### src/rtl/parity_tx.sv
// ---------------------------------------------------------------------------
// parity_tx -- serial transmitter for 7-bit words with one parity bit.
//
// Frame on tx (LSB first):
//   start(0), d[0] .. d[6], parity, stop(1)
// Every bit is held for BAUD_DIV clock cycles, so a frame lasts
// 10*BAUD_DIV cycles. The line idles high.
//
// Parameters
//   ODD_PAR  : 1 = odd parity over {p, data}, 0 = even parity
//   BAUD_DIV : clock cycles per serial bit, 1..65535
//
// Ports
//   clk        : single clock, rising edge
//   rst_n      : synchronous active-low reset
//   in_valid   : upstream offers in_data this cycle
//   in_data    : 7-bit word to send
//   in_ready   : high only when idle (and not in reset); accept = valid & ready
//   tx         : registered serial line output
//   tx_busy    : registered, high while a frame is on the line
//   frame_done : registered one-cycle pulse in the last cycle of the stop bit
//   frame_cnt  : completed-frame counter, 16 bits, wraps
//                (present only when PARITY_TX_FRAME_CNT_EN is defined)
// ---------------------------------------------------------------------------
module parity_tx #(
  parameter int ODD_PAR  = 1,
  parameter int BAUD_DIV = 4
) (
  input  logic       clk,
  input  logic       rst_n,
  input  logic       in_valid,
  input  logic [6:0] in_data,
  output logic       in_ready,
  output logic       tx,
  output logic       tx_busy,
  output logic       frame_done
`ifdef PARITY_TX_FRAME_CNT_EN
  ,
  output logic [15:0] frame_cnt
`endif
);

  // Bit-time counter counts 0 .. BAUD_DIV-1 within each serial bit.
  localparam int            CW        = $clog2(BAUD_DIV + 1);
  localparam logic [CW-1:0] BAUD_LAST = CW'(BAUD_DIV - 1);

  typedef enum logic [2:0] {
    ST_IDLE   = 3'd0,
    ST_START  = 3'd1,
    ST_DATA   = 3'd2,
    ST_PARITY = 3'd3,
    ST_STOP   = 3'd4
  } state_t;

  state_t        state_r;
  state_t        state_s;
  logic [CW-1:0] baud_r;
  logic [CW-1:0] baud_s;
  logic [2:0]    bit_r;
  logic [2:0]    bit_s;
  logic [7:0]    hold_r;     // {parity, data}
  logic [7:0]    hold_s;
  logic          tx_r;
  logic          tx_s;
  logic          busy_r;
  logic          busy_s;
  logic          done_r;
  logic          done_s;
  logic          accept_s;
  logic          bit_end_s;

  // Parity bit for a 7-bit word, polarity chosen by ODD_PAR.
  function automatic logic calc_parity(input logic [6:0] d);
    logic x;
    x = ^d;
    if (ODD_PAR != 0) begin
      calc_parity = ~x;
    end else begin
      calc_parity = x;
    end
  endfunction

  // Ready depends on rst_n directly so no word is taken while reset is asserted.
  assign in_ready  = rst_n & (state_r == ST_IDLE);
  assign accept_s  = in_valid & in_ready;
  assign bit_end_s = (baud_r == BAUD_LAST);

  // Next-state, counter and holding-register logic.
  always_comb begin
    state_s = state_r;
    baud_s  = baud_r;
    bit_s   = bit_r;
    hold_s  = hold_r;
    case (state_r)
      ST_IDLE: begin
        if (accept_s) begin
          state_s = ST_START;
          baud_s  = '0;
          bit_s   = 3'd0;
          hold_s  = {calc_parity(in_data), in_data};
        end else begin
          state_s = ST_IDLE;
        end
      end
      ST_START: begin
        if (bit_end_s) begin
          state_s = ST_DATA;
          baud_s  = '0;
        end else begin
          baud_s  = baud_r + CW'(1);
        end
      end
      ST_DATA: begin
        if (bit_end_s) begin
          baud_s = '0;
          if (bit_r == 3'd6) begin
            state_s = ST_PARITY;
            bit_s   = 3'd0;
          end else begin
            bit_s   = bit_r + 3'd1;
          end
        end else begin
          baud_s = baud_r + CW'(1);
        end
      end
      ST_PARITY: begin
        if (bit_end_s) begin
          state_s = ST_STOP;
          baud_s  = '0;
        end else begin
          baud_s  = baud_r + CW'(1);
        end
      end
      ST_STOP: begin
        if (bit_end_s) begin
          state_s = ST_IDLE;
          baud_s  = '0;
        end else begin
          baud_s  = baud_r + CW'(1);
        end
      end
      default: begin
        state_s = ST_IDLE;
        baud_s  = '0;
        bit_s   = 3'd0;
      end
    endcase
  end

  // Output values for the next cycle, decoded from the next state so the
  // outputs themselves can be registered without adding latency.
  always_comb begin
    tx_s   = 1'b1;
    busy_s = (state_s != ST_IDLE);
    done_s = (state_s == ST_STOP) && (baud_s == BAUD_LAST);
    case (state_s)
      ST_IDLE:   tx_s = 1'b1;
      ST_START:  tx_s = 1'b0;
      ST_DATA:   tx_s = hold_s[bit_s];
      ST_PARITY: tx_s = hold_s[7];
      ST_STOP:   tx_s = 1'b1;
      default:   tx_s = 1'b1;
    endcase
  end

  // State, counters, holding register and registered outputs.
  always_ff @(posedge clk) begin
    if (!rst_n) begin
      state_r <= ST_IDLE;
      baud_r  <= '0;
      bit_r   <= 3'd0;
      hold_r  <= 8'd0;
      tx_r    <= 1'b1;
      busy_r  <= 1'b0;
      done_r  <= 1'b0;
    end else begin
      state_r <= state_s;
      baud_r  <= baud_s;
      bit_r   <= bit_s;
      hold_r  <= hold_s;
      tx_r    <= tx_s;
      busy_r  <= busy_s;
      done_r  <= done_s;
    end
  end

  assign tx         = tx_r;
  assign tx_busy    = busy_r;
  assign frame_done = done_r;

`ifdef PARITY_TX_FRAME_CNT_EN
  logic [15:0] cnt_r;

  // Completed-frame counter; wraps naturally at 16 bits.
  always_ff @(posedge clk) begin
    if (!rst_n) begin
      cnt_r <= 16'd0;
    end else if (done_r) begin
      cnt_r <= cnt_r + 16'd1;
    end else begin
      cnt_r <= cnt_r;
    end
  end

  assign frame_cnt = cnt_r;
`endif

endmodule

### config.mk
export PLATFORM = sky130hd
export DESIGN_NAME = parity_tx
export DESIGN_NICKNAME = d
export VERILOG_FILES = /design/src/rtl/parity_tx.sv
export SDC_FILE = /design/constraint.sdc
export NUM_CORES = 1
export LEC_CHECK = 0
export BUFFER_PORTS_ARGS = -buffer_cell sky130_fd_sc_hd__buf_2
export CORE_MARGIN = 2
export CORE_UTILIZATION = 35
export DETAILED_ROUTE_END_ITERATION = 16
export REMOVE_ABC_BUFFERS = 1
export SLEW_MARGIN = 40
export SYNTH_ARGS = -nofsm -noshare
export SYNTH_HDL_FRONTEND = slang
export SYNTH_SLANG_ARGS = --single-unit
export TNS_END_PERCENT = 50
### constraint.sdc
create_clock -name clk -period 1.9 [get_ports clk]
set_clock_uncertainty 0.05 [all_clocks]
set_input_delay 0 -clock clk [delete_from_list [all_inputs] [get_ports clk]]
set_output_delay 0 -clock clk [all_outputs]
set_load 0.05 [all_outputs]
After elaboration in Yosys (flattened, before gate mapping)
Index checks and enable logic that the tools add are counted.
- add/sub/neg operators: 2
- order comparisons: 1
- multiplexer cells: 19
- reductions and logical operators: 6
- bitwise gates (word level): 3
- equality and inequality tests: 11
- operators with widths (kind ; count):
    $mux W3 ; 10
    $eq A3 B2 Y1 const B ; 6
    $mux W8 ; 2
    $pmux W3 S5 ; 1
    $eq A3 B3 Y1 const B ; 3
    $pmux W3 S3 ; 1
    $reduce_xor A7 Y1 ; 1
    $add A3 B1 Y3 const B ; 2
    $eq A3 B1 Y1 const B ; 2
    $pmux W3 S2 ; 1
    $lt A3 B4 Y1 const B ; 1
    $reduce_or A4 Y1 ; 1
    $bmux W1 S3 ; 1
    $logic_not A3 Y1 ; 1
    $pmux W1 S3 ; 1
    $reduce_bool A3 Y1 ; 1
    $reduce_or A3 Y1 ; 1
    $and A1 B1 Y1 ; 2
    $mux W1 ; 2
    $logic_and A1 B1 Y1 ; 1
    $not A1 Y1 ; 1
- bits of input ports: 10
- register bits: 20
- output and inout port bits: 4
- word-level logic and storage cells: 49

Depth between registers and ports, before layout
- depth in word-level cells: 8
- depth in mapped cells: 8

Least setup slack after synthesis
No wires, ideal clock.
- path type: register to register
- start: reg state_r[1]
- end: reg tx_r, in the netlist tx
- setup time: 0.101 ns
- stages on the path, launching flop included: 8
- slack: 0.015 ns
- arrival time: 1.734 ns
- data required time: 1.749 ns
- cell sequence: dfxtp_1 -> buf_6 -> nor2b_1 -> or4b_4 -> o211ai_4 -> mux2i_1 -> a211oi_1 -> o41ai_1
- word-level cells in the longest chain between the ends: 8
- elaborated cells on any way between the ends: 25
- those cells by class: eq/ne: 7; mux: 14; bitwise: 2; reduce/logical: 2
- RTL lines (element ; RTL line ; RTL):
    from (decl) ; 55 ; state_t state_r;
    from (signal assigned) ; 177 ; state_r <= state_s;
    $logic_not A3 Y1 ; 84, 94 ;
    $and A1 B1 Y1 ; 84 ; assign in_ready = rst_n & (state_r == ST_IDLE);
    $and A1 B1 Y1 ; 85 ; assign accept_s = in_valid & in_ready;
    $mux W3 or $mux W8 (tied branches) ; 96 ; if (accept_s) begin
    $pmux W3 S3 or $mux W8 (tied branches) ; 94 ; case (state_r)
    $bmux W1 S3 ; 159 ; ST_DATA: tx_s = hold_s[bit_s];
    $mux W1 (not written as such) ; 159 ;
    $pmux W1 S3 (*) ; 156 ; case (state_s)
    to (signal assigned) ; 181 ; tx_r <= tx_s;
    to (decl) ; 63 ; logic tx_r;
Every way passes the cells marked *; elsewhere a longest branch is shown, timed or not. The select of a mux whose other input is x is not followed.
A chain may end at the register's enable or synchronous reset.

Worst setup path after layout
Same ends and word-level chain as after synthesis.

==> impl_metrics.csv <==
group,metric,value,unit
status,status,"finished, violations left",
status,violations,"negative setup slack",
finish,multi_input_area,768,µm²
synth,synth_area_leaders,"dfxtp_1, mux2i_1, nor2_1",
power_and_ir_drop,p_total,979,µW
finish,drive_above_1_share,31.5,%
timing,hold_violations,0,
clock_network,cts.sinks,20,
clock_network,htree_levels,1,
route,dr.pass1.iters,4,
worst_setup_path,critPathRequiredTime,2.07,ns
route,drc,0,
floorplanning,start_util,36.6,%
clock_network,clk_pin_slew_worst_paths,0.12,ns
grt,grt_max_degree,13,
floorplanning,die-area,3970,µm²
synth,synth.avg_cell_area,8.65,µm²
timing,slew_headroom,77.6,%
place,place_hpwl,2220,µm
place,io_buffers,13,
timing,worstMarginPinSlew,0.335,ns
timing,min_period_over_period,100,%
synth,synth-edff-count,0,
worst_setup_path,criticalPathCategory,"flop to flop",
synth,synth-seq-cells,20,
clock_network,insertion_delay,0.31,ns
finish,postLayoutCoreUtil,47.8,%
synth,ys_seq_area_share,32.8,%
synth,yosys_most_used_dff,"dfxtp_1",
grt,antenna_found_initial,0,
route,wirelength,2900,µm
synth,yosysMostFrequentCell,"nor2_1",
finish,area_growth,30.7,%
synth,synth_top_area_cell,"dfxtp_1",
clock_network,cts_buffer_depth,2,
finish,final-seq-area,412,µm²
timing,rsz0062_at_grt,"yes",
floorplanning,io_pins,14,
route,wire_per_inst,13.0,µm
timing,drv_slew,0,
clock_network,numCtsBuffers,3,
synth,netlist_top_cells_count,"nor2_1, dfxtp_1, mux2i_1, nand2_1, a21oi_1",
hold_path,min_path_type,"input pin to flop",
finish,fill_cells,322,
timing,post-route-worst-setup-slack,-0.00180,ns
finish,design_area,1590,µm²
synth,ys.warnings.count,0,
timing,finalSetupViolations,1,
power_and_ir_drop,vdd_drop_max,0.000421,V
place,preCtsSetupSlack,-0.0594,ns
clock_network,cts_tree,"built",
timing,fin_crit,1.90,ns
worst_setup_path,ff2ff_path_depth,7,
synth,netlist_area,1220,µm²
synth,yosys.area.top_type_share,32.8,%
route,num_vias,1123,
power_and_ir_drop,p_leak,0.634,nW
floorplanning,die_h,63.0,µm
synth,ys_types,44,
place,dpl_cell_area,1420,µm²
grt,grt_usage,15.6,%
floorplanning,die_x,63.0,µm
clock_network,ctsRootBufferMaster,"clkbuf_4",
flow_run,max_cap_violations,0,
hold_path,whs_path_depth,3,
synth,async_flop_share,0,%
grt,grt_first_pass_wirelength,4900,µm
synth,syn_inst,141,
floorplanning,rows,21,
place,dp.cells,211,
place,gp_congestion,0.828,
finish,nNetsFinal,190,
worst_setup_path,worstSetupStartpointType,"flop",
timing,timing.fmax,526,MHz
worst_setup_path,crit_path_end_kind,"flop",
finish,num_antenna_cells,0,
worst_setup_path,crit_fanout,5,
grt,gr-total-overflow,0,
route,drtIter0Drc,43,
route,vias_per_cell,5.01,
worst_setup_path,arrival,2.07,ns
finish,fin_cells,224,
grt,grt_pass1_vias,1098,
floorplanning,coreArea,3340,µm²
power_and_ir_drop,pwr_density_cell,614,nW/µm²
route,ant_nets,0,
-- stage by stage --
step                      hold slack [ns]  setup TNS [ns]
after global routing               0.0561          -0.115
after detailed placement            0.258         -0.0594
after global placement              0.257               0
final                              0.0590        -0.00180
after floorplan                    0.0717         -0.0649
after CTS                          0.0417         -0.0141
-- cell type report --
type                            instances  area share (%)
Clock buffer                            3            1.41
Tap cell                               46            3.61
Timing Repair Buffer                   41            18.4
Inverter                                3           0.706
Sequential cell                        20            25.8
Multi-Input combinational cell        110            48.2
Clock inverter                          1            1.88
-- cells by family (layout without fill, tap and decap cells) --
kind of cell,count (synthesis),after routing,share of synthesized area (%)
simple gates,60,60,27.7
compound gates,29,29,16.6
flops,20,20,32.8
mux,12,12,9.85
buf+inv,11,48,6.26
xor+xnor,8,8,5.74
fa+ha+maj,1,1,1.03
-- path summary, 6_finish.rpt --
path | startpoint | endpoint | slack (ns)
min reg2reg | baud_r[2] | baud_r[2] | 0.45
max reg2reg | state_r[1] | tx | -0.002
min | rst_n | bit_r[2] | 0.06
max | state_r[1] | tx | -0.002
-- routing by layer --
| layer | GRT usage (%) | up-vias | part of all wire, % |
|---|---|---|---|
| met1 | 19.6 | 527 | 47 |
| met3 | 2.70 | 2 | 2.9 |
| met4 | 3.89 | 0 | 0.48 |
| met2 | 27.4 | 22 | 50 |
| met5 | 0 | - | 0 |
| li1 | - | 572 | - |
-- layout by cell type, fill, tap and decap left out, types with 2 or more instances in the layout --
cell type | netlist | layout
buf_2 | 0 | 13
xnor2_1 | 5 | 5
dfxtp_2 | 0 | 3
a211oi_1 | 2 | 2
dfxtp_4 | 0 | 2
nand2_1 | 10 | 10
clkbuf_4 | 0 | 3
o21ai_0 | 5 | 4
nand4_1 | 2 | 2
nand3b_1 | 2 | 2
nand3_1 | 5 | 5
inv_1 | 3 | 3
a31oi_1 | 3 | 3
xor2_1 | 3 | 3
nor2_1 | 21 | 21
mux2i_1 | 12 | 11
buf_4 | 1 | 21
dlygate4sd3_1 | 0 | 7
nor2b_1 | 5 | 4
dfxtp_1 | 20 | 15
and2_1 | 2 | 2
a21oi_1 | 9 | 9
-- where the power goes --
part           total, mW  switching (mW)  internal [mW]  leakage, nW
clock network      0.357           0.144          0.213       0.0279
logic              0.180          0.0995         0.0804        0.440
registers          0.442         0.00788          0.434        0.166
total              0.979           0.251          0.728        0.634
-- what timing repair did --
item                                    CTS  global route
setup buffers                             1             1
pin swaps                                 2             2
endpoints found under the setup margin    1             1
hold buffers                              7             0
hold endpoints to repair                  7             0
gates resized for setup                   6             7
-- sequential cells by signal, indices dropped and copies added, names as in the netlist --
signal	cells
baud_r	3
bit_r	3
frame_done	1
hold_r	8
state_r	3
tx	1
tx_busy	1
-- worst max-delay path, stage by stage (launching register included) --
cell	delay [ns]
dfxtp_2	0.34
nor2b_1	0.14
or4b_4	0.50
o211ai_4	0.14
buf_4	0.16
mux2i_1	0.20
a211oi_1	0.07
o41ai_1	0.22
Note: power is estimated with default switching activity, not from simulation.
